File: config.mk
export PLATFORM = sky130hd
export DESIGN_NAME = adc_spi_responder
export DESIGN_NICKNAME = d
export VERILOG_FILES = /design/src/rtl/adc_spi_responder.sv
export SDC_FILE = /design/constraint.sdc
export NUM_CORES = 1
export LEC_CHECK = 0
export BUFFER_PORTS_ARGS = -buffer_cell sky130_fd_sc_hd__buf_2
export CORE_MARGIN = 2
export CORE_UTILIZATION = 40
export DETAILED_ROUTE_END_ITERATION = 16
export PLACE_DENSITY = 0.68
export REMOVE_ABC_BUFFERS = 1
export SETUP_SLACK_MARGIN = 0.4
export SLEW_MARGIN = 20
export SYNTH_ARGS = -nofsm -noshare
export SYNTH_HDL_FRONTEND = slang
export SYNTH_SLANG_ARGS = --single-unit
File: constraint.sdc
create_clock -name CLOCK -period 5.45 [get_ports CLOCK]
set_input_delay 0.8175 -clock CLOCK [delete_from_list [all_inputs] [get_ports CLOCK]]
set_output_delay 0.8175 -clock CLOCK [all_outputs]
set_load 0.01 [all_outputs]
File: src/rtl/adc_spi_responder.sv
// SPI responder emulating an 8-channel 12-bit serial ADC: decodes the next-channel address from DIN and returns the selected channel on DOUT.
// Optional build macro ADC_SPI_RESPONDER_TRISTATE_EN releases DOUT to high-Z while idle or deselected.
module adc_spi_responder #(
  parameter int unsigned SYNC_STAGES = 2
) (
  input  logic        CLOCK,
  input  logic        RESET,
  input  logic        ADC_SCLK,
  input  logic        ADC_CS_N,
  input  logic        ADC_DIN,
  output logic        ADC_DOUT,
  input  logic [11:0] CH0,
  input  logic [11:0] CH1,
  input  logic [11:0] CH2,
  input  logic [11:0] CH3,
  input  logic [11:0] CH4,
  input  logic [11:0] CH5,
  input  logic [11:0] CH6,
  input  logic [11:0] CH7,
  output logic [2:0]  LAST_ADDR,
  output logic        FRAME_DONE,
  output logic        FRAME_ERR
);

  typedef enum logic [1:0] {
    ST_IDLE,
    ST_SHIFT,
    ST_WAIT_CS
  } state_t;

  logic [SYNC_STAGES-1:0] r_sclk_sync;
  logic [SYNC_STAGES-1:0] r_cs_sync;
  logic [SYNC_STAGES-1:0] r_din_sync;
  logic [SYNC_STAGES-1:0] r_seen;
  logic                   r_sclk_hist;
  logic                   r_cs_hist;
  logic                   r_armed;

  state_t      r_state, w_state_nxt;
  logic [2:0]  r_next_addr, w_next_addr_nxt;
  logic [15:0] r_shreg, w_shreg_nxt;
  logic [4:0]  r_rcnt, w_rcnt_nxt;
  logic [2:0]  r_addr_cap, w_addr_cap_nxt;
  logic        r_dout, w_dout_nxt;
  logic [2:0]  r_last_addr, w_last_addr_nxt;
  logic        r_done, w_done_nxt;
  logic        r_err, w_err_nxt;

  logic        w_sclk_s, w_cs_s, w_din_s;
  logic        w_sclk_rise, w_sclk_fall, w_cs_rise, w_cs_fall;
  logic [4:0]  w_rcnt_inc;
  logic [11:0] w_ch [8];

  assign w_sclk_s    = r_sclk_sync[SYNC_STAGES-1];
  assign w_cs_s      = r_cs_sync[SYNC_STAGES-1];
  assign w_din_s     = r_din_sync[SYNC_STAGES-1];
  assign w_sclk_rise = w_sclk_s & ~r_sclk_hist;
  assign w_sclk_fall = ~w_sclk_s & r_sclk_hist;
  assign w_cs_rise   = w_cs_s & ~r_cs_hist;
  assign w_cs_fall   = ~w_cs_s & r_cs_hist;
  assign w_rcnt_inc  = r_rcnt + 5'd1;

  assign w_ch[0] = CH0;
  assign w_ch[1] = CH1;
  assign w_ch[2] = CH2;
  assign w_ch[3] = CH3;
  assign w_ch[4] = CH4;
  assign w_ch[5] = CH5;
  assign w_ch[6] = CH6;
  assign w_ch[7] = CH7;

  // r_seen marks when the synchronizer output holds a real pin sample rather than
  // its reset idle value; a frame may only start after CS_N has been seen high for real.
  always_ff @(posedge CLOCK or posedge RESET) begin
    if (RESET) begin
      r_sclk_sync <= '1;
      r_cs_sync   <= '1;
      r_din_sync  <= '0;
      r_seen      <= '0;
      r_sclk_hist <= 1'b1;
      r_cs_hist   <= 1'b1;
      r_armed     <= 1'b0;
    end else begin
      r_sclk_sync <= {r_sclk_sync[SYNC_STAGES-2:0], ADC_SCLK};
      r_cs_sync   <= {r_cs_sync[SYNC_STAGES-2:0], ADC_CS_N};
      r_din_sync  <= {r_din_sync[SYNC_STAGES-2:0], ADC_DIN};
      r_seen      <= {r_seen[SYNC_STAGES-2:0], 1'b1};
      r_sclk_hist <= w_sclk_s;
      r_cs_hist   <= w_cs_s;
      r_armed     <= r_armed | (r_seen[SYNC_STAGES-1] & w_cs_s);
    end
  end

  always_ff @(posedge CLOCK or posedge RESET) begin
    if (RESET) begin
      r_state     <= ST_IDLE;
      r_next_addr <= '0;
      r_shreg     <= '0;
      r_rcnt      <= '0;
      r_addr_cap  <= '0;
      r_dout      <= 1'b0;
      r_last_addr <= '0;
      r_done      <= 1'b0;
      r_err       <= 1'b0;
    end else begin
      r_state     <= w_state_nxt;
      r_next_addr <= w_next_addr_nxt;
      r_shreg     <= w_shreg_nxt;
      r_rcnt      <= w_rcnt_nxt;
      r_addr_cap  <= w_addr_cap_nxt;
      r_dout      <= w_dout_nxt;
      r_last_addr <= w_last_addr_nxt;
      r_done      <= w_done_nxt;
      r_err       <= w_err_nxt;
    end
  end

  always_comb begin
    w_state_nxt     = r_state;
    w_next_addr_nxt = r_next_addr;
    w_shreg_nxt     = r_shreg;
    w_rcnt_nxt      = r_rcnt;
    w_addr_cap_nxt  = r_addr_cap;
    w_dout_nxt      = r_dout;
    w_last_addr_nxt = r_last_addr;
    w_done_nxt      = 1'b0;
    w_err_nxt       = 1'b0;
    case (r_state)
      ST_IDLE: begin
        w_dout_nxt = 1'b0;
        if (w_cs_fall && r_armed) begin
          w_shreg_nxt = {4'b0000, w_ch[r_next_addr]};
          w_rcnt_nxt  = '0;
          w_state_nxt = ST_SHIFT;
        end
      end
      ST_SHIFT: begin
        // CS_N edge takes priority; a coincident SCLK edge is dropped.
        if (w_cs_rise) begin
          w_err_nxt   = 1'b1;
          w_dout_nxt  = 1'b0;
          w_state_nxt = ST_IDLE;
        end else if (w_sclk_rise) begin
          w_rcnt_nxt = w_rcnt_inc;
          case (w_rcnt_inc)
            5'd3:    w_addr_cap_nxt[2] = w_din_s;
            5'd4:    w_addr_cap_nxt[1] = w_din_s;
            5'd5:    w_addr_cap_nxt[0] = w_din_s;
            default: ;
          endcase
          if (w_rcnt_inc == 5'd16) begin
            w_next_addr_nxt = r_addr_cap;
            w_last_addr_nxt = r_next_addr;
            w_done_nxt      = 1'b1;
            w_dout_nxt      = 1'b0;
            w_state_nxt     = ST_WAIT_CS;
          end
        end else if (w_sclk_fall && r_rcnt != 5'd0 && r_rcnt < 5'd16) begin
          w_shreg_nxt = {r_shreg[14:0], 1'b0};
          w_dout_nxt  = r_shreg[14];
        end
      end
      ST_WAIT_CS: begin
        w_dout_nxt = 1'b0;
        if (w_cs_s) begin
          w_state_nxt = ST_IDLE;
        end
      end
      default: begin
        w_dout_nxt  = 1'b0;
        w_state_nxt = ST_IDLE;
      end
    endcase
  end

`ifdef ADC_SPI_RESPONDER_TRISTATE_EN
  assign ADC_DOUT = (r_state == ST_IDLE || w_cs_s) ? 1'bz : r_dout;
`else
  assign ADC_DOUT = r_dout;
`endif

  assign LAST_ADDR  = r_last_addr;
  assign FRAME_DONE = r_done;
  assign FRAME_ERR  = r_err;

endmodule
==> metrics.txt, run 1 <==
terminus of the critical flop-to-flop path r_shreg[3]; Power Internal 646 uW; count leader, synth sky130_fd_sc_hd__dfrtp_1; Peak supply drop 178 uV; peak clock frequency supported by timing 442 MHz; startpoint of the most critical hold path r_din_sync[0]; most used standard cells in the synthesized netlist sky130_fd_sc_hd__dfrtp_1, sky130_fd_sc_hd__nand2_1, sky130_fd_sc_hd__mux4_2; initial antenna violation count 0; crit path setup slack, layout 3190 ps; vias post-DR 2128; Worst Path Class, Setup register to register; CTS tree done; post-route antenna net violation count 0; unrepaired setup endpoints after global routing no; share of the synthesized area in the top cell type 36.3%; worst slew pin tran 1010 ps; Starting Density 41.8%; count of endpoints failing hold in the final timing report 0; I/O Pins 107; switching share of power 27.7%; fin. max-slew vios 0; reported max-cap violation count 0; Setup violations, final 0; asr flop ratio synth 100%; largest fanout of any net on the critical path 16; normalized max-slew margin 32.6%; final net count 425; Pleak 0.00153 uW; number of buffers created by CTS 5; largest clock skew in the final design 4.64 ps; fraction of final layout cells with drive strength greater than 1 53.3%; buffers added on ports 106; Setup crit end kind register; proportion of power drawn by flip-flops and latches 49.7%; wire length of the first global-routing pass 9.67 mm; Placer Congestion 0.853; vias in the first global route 2129; number of cell instances on the worst register-to-register path 5; wirelength, routed 5.85 mm; cell chosen for the clock root sky130_fd_sc_hd__clkbuf_8; Core Footprint 6420 sq um; internal reg-to-reg setup slack 3190 ps; final setup TNS 0 ps; Via density 5.35; leftover overflow at the end of global routing 0; status completed; biggest area contributors in the synthesized netlist sky130_fd_sc_hd__dfrtp_1, sky130_fd_sc_hd__mux4_2, sky130_fd_sc_hd__mux2_2; Min Clock Period, post-route 2260 ps; synthesized area per cell 12.1 sq um; Worst EP arrival 2410 ps; Power per Cell Area 268 nW/um^2; number of library cell types mapped by synthesis 40; die area 7380 sq um; clock insertion delay at the later pin of the skew report 290 ps; clock transition at the registers of the reported paths 80 ps; H-Tree Depth 2; sequential share of the synthesized area 42.2%; maximum number of pins on one net before global-route repair 46; Hold EP r_din_sync[1]; net switching component of the power 247 uW; Rows 29; synthesized netlist cell count 222; # clock sinks 45; Post-Syn Area 2690 sq um; Hold Path Cell Cnt 0; chip height 85.9 um; # hold bufs at CTS 0; global routing usage summed across all routing layers 16.2%; 1st-iter DRT viols 90; Synth Warn # 0; cts repair resizes 0; total iterations of the first detailed-routing run 4; synthesized flop and latch total 45; number of remaining DRC errors 0; Layout area overhead 24.0%; Tcrit/Tclk final 41.6%; cell taking the most area after synthesis sky130_fd_sc_hd__dfrtp_1; combinational cell fraction of total power 21.5%; WL per Instance 14.7 um; critical path required time 5600 ps; most frequently used flop master after synthesis sky130_fd_sc_hd__dfrtp_1; Die X 85.9 um; worst hold-check path type register to register; kind of launch point of the worst setup path register; count of buffers added by post-CTS timing repair for setup 0; reg-to-reg startpoint r_next_addr[0]; Clk pwr share 28.8%; diode insertion count for antenna repair 0; count of flip-flops with a built-in enable after synthesis 0; minimum setup slack after placement 3130 ps; utilization after layout 51.9%; number of buffers on the longest clock path 2; dpl hpwl 4.41 mm
[through the flow]
step / instance area [sq um] / cells / hold slack [ps] / power, uW
2_1_floorplan: 2560 / 204 / 331 / 565
3_3_place_gp: 3210 / 390 / 334 / 635
3_5_place_dp: 3210 / 390 / 339 / 643
4_1_cts: 3330 / 398 / 358 / 902
5_1_grt: 3330 / 398 / 359 / 949
6_report: 3330 / 398 / 354 / 893
[critical path, stage by stage (launching register included)]
cell                      delay (ps)
sky130_fd_sc_hd__dfrtp_1         720
sky130_fd_sc_hd__buf_4           390
sky130_fd_sc_hd__mux4_2          530
sky130_fd_sc_hd__mux2_2          280
sky130_fd_sc_hd__o22ai_1         120
sky130_fd_sc_hd__o21ai_1          70
[cell usage in the layout (no fill, tap or decap), types with 2 or more instances in the layout]
master,n
sky130_fd_sc_hd__ha_1,4
sky130_fd_sc_hd__o21ai_1,16
sky130_fd_sc_hd__nor2b_1,3
sky130_fd_sc_hd__o22ai_2,4
sky130_fd_sc_hd__and3_1,2
sky130_fd_sc_hd__xnor2_1,3
sky130_fd_sc_hd__dfrtp_1,39
sky130_fd_sc_hd__nand4_1,2
sky130_fd_sc_hd__nand2b_1,3
sky130_fd_sc_hd__o21ai_0,8
sky130_fd_sc_hd__dfstp_2,6
sky130_fd_sc_hd__buf_4,3
sky130_fd_sc_hd__clkbuf_8,6
sky130_fd_sc_hd__inv_1,5
sky130_fd_sc_hd__mux2_2,19
sky130_fd_sc_hd__buf_2,106
sky130_fd_sc_hd__nand2_1,27
sky130_fd_sc_hd__o22ai_1,8
sky130_fd_sc_hd__nor2_1,5
sky130_fd_sc_hd__mux4_2,24
sky130_fd_sc_hd__nand3_1,7
[worst max path at each step]
| stage | startpoint | endpoint | cells after the start | slack [ps] |
|---|---|---|---|---|
| 5_1_grt | r_next_addr[0] | r_shreg[3] | 5 | 2930 |
| 3_5_place_dp | r_next_addr[0] | r_shreg[3] | 5 | 3130 |
| 4_1_cts | r_next_addr[0] | r_shreg[3] | 5 | 3120 |
| 2_1_floorplan | r_next_addr[0] | r_shreg[10] | 4 | 3140 |
| 6_report | r_next_addr[0] | r_shreg[3] | 5 | 3190 |
| 3_3_place_gp | r_next_addr[0] | r_shreg[3] | 5 | 3200 |
[power groups by stage]
| stage | combinational (uW) | clock (uW) | sequential, uW |
|---|---|---|---|
| detailed placement | 193 | 0 | 450 |
| finish | 192 | 257 | 444 |
| floorplan | 128 | 0 | 437 |
| global placement | 187 | 0 | 449 |
| CTS | 194 | 263 | 445 |
| global route | 221 | 275 | 453 |
[cell families after synthesis]
| logic type | count (synthesis) | share of synthesized area (%) |
|---|---|---|
| AO/OA/AOI/OAI | 43 | 10.2 |
| XOR/XNOR | 4 | 1.30 |
| adder cells (fa/ha/maj) | 4 | 1.86 |
| buffers and inverters | 24 | 5.31 |
| flip-flops | 45 | 42.2 |
| multiplexers | 45 | 28.9 |
| other | 1 | 0.140 |
| AND/OR/NAND/NOR | 56 | 10.1 |
[per-layer routing]
layer  track usage [%]  wire [um]  up-vias  share of wire [%]
met3              3.75        372       10                6.4
met5                 0          0        -                  0
li1                  -          -     1017                  -
met2              28.7       3010       81                 51
met4              4.91         82        0                1.4
met1              19.6       2390     1020                 41
[state kept, by name, indices dropped and copies added, names as in the netlist, 2 cells and up]
name         count
r_rcnt           5
r_sclk_sync      2
r_shreg         15
r_cs_sync        2
r_addr_cap       3
LAST_ADDR        3
r_next_addr      3
r_state          2
r_seen           2
r_din_sync       2
[final cells by class]
class / count / area (sq um)
fill: 573 / 3090
timing repair buffer: 109 / 553
clock buffer: 7 / 86.3
multi-input combinational: 153 / 1410
clock inverter: 1 / 30.0
sequential: 45 / 1130
tap: 77 / 96.3
inverter: 6 / 22.5
Note: power is estimated with default switching activity, not from simulation.
==> run 2: changes to the inputs <==
PLACE_DENSITY = 0.71   (was 0.68)
clock period = 1.9 ns   (was 5.45 ns; I/O delays follow)
==> metrics.txt, run 2 (same netlist as run 1, synthesis figures left out) <==
net switching component of the power 890 uW; global routing usage summed across all routing layers 18.0%; Layout area overhead 42.9%; unrepaired setup endpoints after global routing yes; proportion of power drawn by flip-flops and latches 46.8%; final net count 452; clock insertion delay at the later pin of the skew report 300 ps; combinational cell fraction of total power 31.3%; wirelength, routed 7.17 mm; switching share of power 32.1%; 1st-iter DRT viols 144; fill cell count 522; largest registers r_shreg (15), r_rcnt (5); slowest stage delay, CP 510 ps; Power per Cell Area 722 nW/um^2; commonest cells after routing, fill and taps aside sky130_fd_sc_hd__buf_2, sky130_fd_sc_hd__dfrtp_1, sky130_fd_sc_hd__mux4_2, sky130_fd_sc_hd__buf_4; Clk pwr share 21.9%; Pleak 0.00178 uW; chip height 85.9 um; cell chosen for the clock root sky130_fd_sc_hd__clkbuf_8; Rows 29; Worst Path Class, Setup register to register; total cell area at the placement stage 3280 sq um; reg-to-reg startpoint r_next_addr[0]; Core Footprint 6420 sq um; worst hold-check path type primary input to asynchronous set/reset pin; number of remaining DRC errors 0; Setup crit end kind register; register name with the most flops r_shreg; worst slew pin tran 669 ps; Starting Density 41.8%; buffers added on ports 106; most frequent standard cell in the layout excluding fill and tap cells sky130_fd_sc_hd__buf_2; status completed; cell total after placement 399; clock transition at the registers of the reported paths 90 ps; fin. max-slew vios 0; library cell contributing the largest single delay on the critical path sky130_fd_sc_hd__mux4_2; Via density 5.45; Setup violations, final 0; reported max-cap violation count 0; peak clock frequency supported by timing 565 MHz; WL per Instance 16.9 um; Post-Route Hold Slack 10.6 ps; largest fanout of any net on the critical path 5; timing startpoint of the critical path r_next_addr[0]; die area 7380 sq um; maximum number of pins on one net before global-route repair 30; flip-flop count of the largest register after layout 15; utilization after layout 59.8%; post-route antenna net violation count 0; post-route standard cell area excluding fillers 3840 sq um; wire length of the first global-routing pass 10.4 mm; # clock sinks 45; leftover overflow at the end of global routing 0; initial antenna violation count 0; critical path required time 2100 ps; cell class contributing the biggest share of worst-path delay multiplexers; series of cell instances along the critical path buf_6, mux4_2, mux2_2, o22ai_1, o21ai_2; count of endpoints failing hold in the final timing report 0; dpl hpwl 4.79 mm; number of buffers on the longest clock path 2; Min Clock Period, post-route 1770 ps; Tcrit/Tclk final 93.1%; vias in the first global route 2327; total iterations of the first detailed-routing run 4; kind of launch point of the worst setup path register; H-Tree Depth 2; final standard cell count with taps included and fillers excluded 425; number of buffers created by CTS 5; final setup TNS 0 ps; Worst EP arrival 1970 ps; I/O Pins 107; Die X 85.9 um; normalized max-slew margin 55.4%; largest clock skew in the final design 8.37 ps; vias post-DR 2318; fraction of final layout cells with drive strength greater than 1 71.3%; number of buffer and inverter stages on the critical path 1; CTS tree done; Power Internal 1880 uW; Placer Congestion 0.874; diode insertion count for antenna repair 0; Peak supply drop 665 uV
-- run 2: final timing paths --
path / end / slack, ps / depth (start not counted)
min: ADC_DOUT / 10 / 2
max reg2reg: r_shreg[9] / 130 / 5
min in group CLOCK: r_cs_sync[0] / 80 / 1
max in group asynchronous: r_sclk_sync[1] / 1260 / 3
max: r_shreg[9] / 130 / 5
min reg2reg: r_seen[1] / 350 / 0
-- run 2: through the flow --
step	total power (uW)	worst slack, ps
after floorplan	1620	-412
after global placement	1830	116
after detailed placement	1850	86.1
after CTS	2510	183
after global routing	2920	54.3
final	2770	130
-- run 2: repair_timing --
| action | CTS | global route |
|---|---|---|
| setup buffers | 6 | 8 |
| endpoints found under the setup margin | 33 | 33 |
| cloned | 1 | 3 |
| pin swaps | 5 | 20 |
| resized for setup | 30 | 54 |
| hold buffers | 0 | 0 |
-- run 2: metal layers --
metal	global-route usage [%]	vias to the layer above	part of all wire, %
li1	-	1073	-
met2	32.5	83	55
met3	3.95	6	6.7
met5	0	-	0
met4	6.78	0	1.0
met1	20.8	1156	37
-- run 2: cell type report --
cell class	instances	area [sq um]	share of cell area (%)
repair buffers	136	850	22.1
well taps	77	96.3	2.51
multi-input cells	153	1640	42.7
flip-flops and latches	45	1140	29.7
inverters	6	22.5	0.587
clock buffers	5	68.8	1.79
clock inverters	3	21.3	0.554
-- run 2: power groups by stage --
stage	Clock (uW)	Combinational, uW	Sequential (uW)
final	606	868	1300
after global routing	655	950	1320
after CTS	608	648	1260
after detailed placement	0	580	1270
after global placement	0	554	1270
after floorplan	0	368	1250
-- run 2: worst reg2reg max path: stages (launching register included) --
cell and delay (ps):
sky130_fd_sc_hd__dfrtp_2 470, sky130_fd_sc_hd__buf_6 160, sky130_fd_sc_hd__mux4_2 510, sky130_fd_sc_hd__mux2_2 280, sky130_fd_sc_hd__o22ai_1 170, sky130_fd_sc_hd__o21ai_2 70
